===== src/rtl/uart_rx.sv =====
// Oversampling UART receiver: 2-flop rx synchroniser, mid-bit sampling FSM,
// registered byte output with one-cycle valid / frame_err strobes.
module uart_rx #(
    parameter int unsigned OVERSAMPLE = 16,
    parameter int unsigned DATA_BITS  = 8
) (
    input  logic                 clk,
    input  logic                 rst,
    input  logic                 tick,
    input  logic                 rx,
    output logic [DATA_BITS-1:0] data,
    output logic                 valid,
    output logic                 frame_err
);

    localparam int unsigned CNT_W = $clog2(OVERSAMPLE);
    localparam int unsigned BIT_W = $clog2(DATA_BITS);

    localparam logic [CNT_W-1:0] CNT_HALF = CNT_W'(OVERSAMPLE / 2 - 1);
    localparam logic [CNT_W-1:0] CNT_LAST = CNT_W'(OVERSAMPLE - 1);
    localparam logic [BIT_W-1:0] BIT_LAST = BIT_W'(DATA_BITS - 1);

    typedef enum logic [2:0] {
        IDLE,
        START,
        DATA,
        STOP,
        WAIT_IDLE
    } state_e;

    state_e               state_q, state_d;
    logic [CNT_W-1:0]     cnt_q, cnt_d;
    logic [BIT_W-1:0]     bit_q, bit_d;
    logic [DATA_BITS-1:0] shift_q, shift_d;
    logic [DATA_BITS-1:0] data_q, data_d;
    logic                 valid_q, valid_d;
    logic                 frame_err_q, frame_err_d;
    logic                 rx_meta_q, rx_meta_d;
    logic                 rx_s_q, rx_s_d;

    // Synchroniser stages idle high so reset never looks like a start bit.
    always_comb begin
        rx_meta_d = rx;
        rx_s_d    = rx_meta_q;
    end

    always_ff @(posedge clk or posedge rst) begin
        if (rst) begin
            state_q     <= IDLE;
            cnt_q       <= '0;
            bit_q       <= '0;
            shift_q     <= '0;
            data_q      <= '0;
            valid_q     <= 1'b0;
            frame_err_q <= 1'b0;
            rx_meta_q   <= 1'b1;
            rx_s_q      <= 1'b1;
        end else begin
            state_q     <= state_d;
            cnt_q       <= cnt_d;
            bit_q       <= bit_d;
            shift_q     <= shift_d;
            data_q      <= data_d;
            valid_q     <= valid_d;
            frame_err_q <= frame_err_d;
            rx_meta_q   <= rx_meta_d;
            rx_s_q      <= rx_s_d;
        end
    end

    // Frame FSM: everything but the strobes is frozen between ticks.
    always_comb begin
        state_d     = state_q;
        cnt_d       = cnt_q;
        bit_d       = bit_q;
        shift_d     = shift_q;
        data_d      = data_q;
        valid_d     = 1'b0;
        frame_err_d = 1'b0;

        if (tick) begin
            unique case (state_q)
                IDLE: begin
                    if (!rx_s_q) begin
                        cnt_d   = '0;
                        state_d = START;
                    end
                end
                START: begin
                    if (cnt_q == CNT_HALF) begin
                        if (!rx_s_q) begin
                            cnt_d   = '0;
                            bit_d   = '0;
                            state_d = DATA;
                        end else begin
                            state_d = IDLE;
                        end
                    end else begin
                        cnt_d = cnt_q + CNT_W'(1);
                    end
                end
                DATA: begin
                    if (cnt_q == CNT_LAST) begin
                        shift_d = {rx_s_q, shift_q[DATA_BITS-1:1]};
                        cnt_d   = '0;
                        if (bit_q == BIT_LAST) begin
                            state_d = STOP;
                        end else begin
                            bit_d = bit_q + BIT_W'(1);
                        end
                    end else begin
                        cnt_d = cnt_q + CNT_W'(1);
                    end
                end
                STOP: begin
                    if (cnt_q == CNT_LAST) begin
                        if (rx_s_q) begin
                            data_d  = shift_q;
                            valid_d = 1'b1;
                            state_d = IDLE;
                        end else begin
                            frame_err_d = 1'b1;
                            state_d     = WAIT_IDLE;
                        end
                    end else begin
                        cnt_d = cnt_q + CNT_W'(1);
                    end
                end
                WAIT_IDLE: begin
                    if (rx_s_q) begin
                        state_d = IDLE;
                    end
                end
                default: begin
                    state_d = IDLE;
                end
            endcase
        end
    end

    assign data      = data_q;
    assign valid     = valid_q;
    assign frame_err = frame_err_q;

endmodule


===== config.mk =====
export PLATFORM = sky130hd
export DESIGN_NAME = uart_rx
export DESIGN_NICKNAME = d
export VERILOG_FILES = /design/src/rtl/uart_rx.sv
export SDC_FILE = /design/constraint.sdc
export NUM_CORES = 1
export LEC_CHECK = 0
export BUFFER_PORTS_ARGS = -buffer_cell sky130_fd_sc_hd__buf_2
export CAP_MARGIN = 20
export CORE_UTILIZATION = 50
export CTS_CLUSTER_SIZE = 20
export DETAILED_ROUTE_END_ITERATION = 8
export PLACE_DENSITY = 0.77
export SLEW_MARGIN = 10
export SYNTH_ARGS = -nofsm -noshare
export SYNTH_HDL_FRONTEND = slang
export SYNTH_SLANG_ARGS = --single-unit

===== constraint.sdc =====
create_clock -name clk -period 1.6 [get_ports clk]
set_input_delay 0.16 -clock clk [delete_from_list [all_inputs] [get_ports clk]]
set_output_delay 0.16 -clock clk [all_outputs]
set_load 0.02 [all_outputs]

==> results.txt <==
----------------------------------------------------
[Placed design]
  DP HPWL ... 1800 um
  Count of buffers from port buffering ... 13
  Placement Cell Area ... 0.00157 mm2
  RePlAce Congestion ... a little over 0.9

[Floorplan]
  Core Footprint ... 0.00257 mm2
  Die outline height ... between 50 and 60 um
  Number of ports placed on the die boundary ... 14
  Die ar. ... between 0.003 and 0.004 mm2
  Width of the chip ... between 50 and 60 um
  Core Rows ... 18
  Starting Density ... between 50 and 60%

[Final layout]
  Fraction of final layout cells with drive strength greater than 1 ... about half
  Final instance area ... 0.00174 mm2
  Fill cell total of the finished layout ... between 150 and 200
  Post-layout nets ... 149
  Area added between synthesis and finish ... 24.2%
  Multi-input combinational cell area ... 632 um2
  Share of the core filled with cells in the final layout ... just under 70%
  Antenna Cells ... 0
  Area occupied by registers ... 754 um2

[Clock tree]
  Clock tree from TritonCTS ... done
  Total CTS buffers ... 5
  Register clock-pin slew on the reported worst setup and hold paths ... ~0.09 ns
  Number of levels the H-tree was split into ... 2
  Count of clock tree sinks ... 30
  Maximum root-to-sink buffer count ... 2
  Clk Tree Root Cell ... sky130_fd_sc_hd__clkbuf_4
  Worst-skew pair later-pin latency ... ~0.33 ns

[Synth]
  Post-synth cell types ... 34
  Xor and xnor area share after synthesis ... 0.624%
  FFs w/ async S/R, synth ... 100%
  Library cell with the largest summed area after synthesis ... sky130_fd_sc_hd__dfrtp_1
  Seq cells post-synth ... 30
  Share of synthesized area spent on multiplexers ... 17.4%
  Post-synthesis sequential area ratio ... 53.7%
  Nets in the synthesized netlist ... 115
  Area share of the leading cell type in the synthesized netlist ... between 40 and 50%
  Post-synthesis area per instance ... ~13 um2
  Post-synthesis cell count ... about 110
  Adder and majority gate portion of the synthesized area ... 2.68%
  Area share of and/or/nand/nor cells after synthesis ... between 10 and 15%
  Yosys Warn Count ... 0
  Number of enable flip-flop cells after synthesis ... 0
  Syn Std Cell Area ... roughly 0.0014 mm2
  Primary flip-flop cell chosen by synthesis mapping ... sky130_fd_sc_hd__dfrtp_1
  Dominant combinational cell family by area after synthesis ... multiplexers
  Compound-Gate Fraction of Synth Area ... 9.55%
  Top area cells in the synthesized netlist ... sky130_fd_sc_hd__dfrtp_1 (50%), sky130_fd_sc_hd__mux2_2 (14%), sky130_fd_sc_hd__dfstp_2 (3.7%), sky130_fd_sc_hd__ha_1 (2.7%), sky130_fd_sc_hd__mux2i_1 (2.1%)

[Timing]
  Final WS setup ... -0.00749 ns
  Worst slack on hold paths ... around 0.13 ns
  Tightest slew margin relative to the limit ... approximately three quarters
  Unrepaired setup endpoints after global routing ... true
  Number of hold-slack violations in the final timing report ... 0
  Total Negative Setup Slacks ... -0.00749 ns
  Maximum clock frequency ... 622 MHz
  Slew at the pin closest to its max-slew limit ... 0.371 ns
  Number of failing setup endpoints in the final timing report ... 1
  Worst Clk Skew ... roughly 0.0064 ns
  Number of max-slew violations in the final report ... 0
  Final critical path time including I/O delays and setup ... roughly 1.6 ns
  Final worst path period share ... 100%

[Global route]
  Via count of the first global-routing pass ... between 900 and 1000
  Gr ovfl total ... 0
  Initial antenna violation count ... 0
  Gr usage total ... 22.0%
  Global-route wire length before repair ... 4370 um
  Pin count of the biggest net entering global routing ... 31

[Power]
  Total design power ... roughly 2.5 mW
  Leak ... around 0.86 nW
  Largest voltage drop on the vdd net ... 1150 uV
  Power per Cell Area ... about 1500 mW/mm2

[Detailed routing]
  Via/cell ratio ... 5.45
  Total Wirelength ... around 2800 um
  First-pass iteration count of the detailed router ... 4
  DRC violations left ... 0
  Routed wire length per instance ... approximately 16 um
  Final ANT Viol Nets ... 0
  Count of vias placed by the detailed router ... between 900 and 1000
  1st-iter DRT viols ... 9

[Min path]
  Min-delay worst type ... in -> reg
  Cell depth of the worst hold path ... 2
  Hold-critical path endpoint ... state_q[2]
  Hold path startpoint ... tick

[Run status]
  Result of the run ... complete, but fails checks
  Violations in the final reports ... setup timing

[Setup path]
  Cell type group with the largest total delay on the critical path ... compound AO/OA/AOI/OAI gates
  Worst setup slack for register-to-register paths ... -0.007 ns
  Type of origin of the critical path ... flop
  RR Startpoint ... cnt_q[0]
  Crit path kind ... reg -> reg
  Crit path cell chain ... ha_4 > nand2_1 > o21ai_1 > a311o_1 > mux2_2
  R2R cell count ... 5
  CP max stage cell ... sky130_fd_sc_hd__dfrtp_1
  Max stage delay on crit path ... about 0.43 ns
  WP depth ... 5
  Crit Reg-Reg Endpoint ... cnt_q[0]
  Arr. time, crit path ... between 1.5 and 2 ns
  Total buffers and inverters traversed by the critical path ... 0
  Kind of end point of the critical path ... flop
  Largest driver fanout on the critical path ... 3
  CP Data Required Time ... 1.81 ns

[Job]
  Max-capacitance violation count ... 0

----------------------------------------------------
worst max-delay path by stage:
stage	startpoint	to
after floorplan	state_q[1]	bit_q[0]
after global placement	state_q[0]	bit_q[0]
after detailed placement	cnt_q[0]	cnt_q[0]
after CTS	cnt_q[0]	cnt_q[0]
after global routing	cnt_q[1]	cnt_q[0]
final	cnt_q[0]	cnt_q[0]
per-layer routing:
metal  wire length (um)  GRT usage, %  share of wire (%)
met5                  0             0                  0
met3                133          6.56                4.8
met2               1370          36.5                 49
met1               1180          26.6                 43
met4                 78          8.75                2.8
through the flow:
stage | cells | worst slack, ns
after floorplan | 108 | 0.00293
after global placement | 160 | 0.0407
after detailed placement | 160 | -0.0448
after CTS | 170 | 0.0142
after global routing | 173 | -0.0462
final | 173 | -0.00749
power by group:
group,switching [mW],internal (mW)
sequential,0.156,0.903
combinational,0.423,0.485
clock,0.250,0.331
total,0.829,1.72
cells in the final DEF (no fill, tap or decap), types with 2 or more instances in the layout:
master	synthesis	routed
sky130_fd_sc_hd__a22o_1	2	2
sky130_fd_sc_hd__o22ai_1	2	2
sky130_fd_sc_hd__buf_2	1	13
sky130_fd_sc_hd__nor2_1	6	6
sky130_fd_sc_hd__buf_4	1	14
sky130_fd_sc_hd__dlygate4sd3_1	0	2
sky130_fd_sc_hd__nor3_1	2	2
sky130_fd_sc_hd__clkbuf_4	0	5
sky130_fd_sc_hd__a21oi_1	2	2
sky130_fd_sc_hd__inv_1	8	8
sky130_fd_sc_hd__o21ai_0	3	2
sky130_fd_sc_hd__buf_6	2	2
sky130_fd_sc_hd__nand2_1	6	5
sky130_fd_sc_hd__clkbuf_1	0	2
sky130_fd_sc_hd__mux2_2	18	18
sky130_fd_sc_hd__mux2i_1	3	3
sky130_fd_sc_hd__dfrtp_1	28	27
sky130_fd_sc_hd__dfstp_2	2	2
registers in the layout (all words and copies together) (netlist names):
register,count
cnt_q,4
valid,1
shift_q,8
data,8
rx_s_q,1
rx_meta_q,1
state_q,3
frame_err,1
bit_q,3
what timing repair did:
| action | in CTS | in global routing |
|---|---|---|
| hold buffers | 2 | 0 |
| pin swaps | 1 | 3 |
| setup buffers | 0 | 3 |
| resized for setup | 4 | 7 |
| endpoints found under the setup margin | 9 | 16 |
| endpoints found under the hold margin | 29 | 0 |
| cloned | 0 | 0 |
Yosys cell counts (2+ instances only):
cell type and number:
sky130_fd_sc_hd__mux2_2 18, sky130_fd_sc_hd__dfrtp_1 28, sky130_fd_sc_hd__a22o_1 2, sky130_fd_sc_hd__buf_6 2, sky130_fd_sc_hd__nand2_1 6, sky130_fd_sc_hd__inv_1 8, sky130_fd_sc_hd__nor2_1 6, sky130_fd_sc_hd__o21ai_0 3
sky130_fd_sc_hd__nand2b_1 2, sky130_fd_sc_hd__dfstp_2 2, sky130_fd_sc_hd__o22ai_1 2, sky130_fd_sc_hd__ha_1 3, sky130_fd_sc_hd__nor3_1 2, sky130_fd_sc_hd__mux2i_1 3, sky130_fd_sc_hd__a21oi_1 2
logic make-up (layout without fill, tap and decap cells):
kind of cell / count (synthesis) / count (layout)
AOI/OAI and AO/OA: 16 / 16
adders and majority gates: 3 / 3
muxes: 22 / 22
buffers and inverters: 12 / 47
and+or+nand+nor: 24 / 24
DFF: 30 / 30
xor gates and xnor gates: 1 / 1
layout make-up:
cell class              count  area share, %
flip-flops and latches     30           43.3
multi-input cells          66           36.3
repair buffers             31           12.2
clock buffers               7           2.59
well taps                  30           2.16
clock inverters             1           1.72
inverters                   8           1.72
No activity file was read; power rests on OpenSTA's default activity.
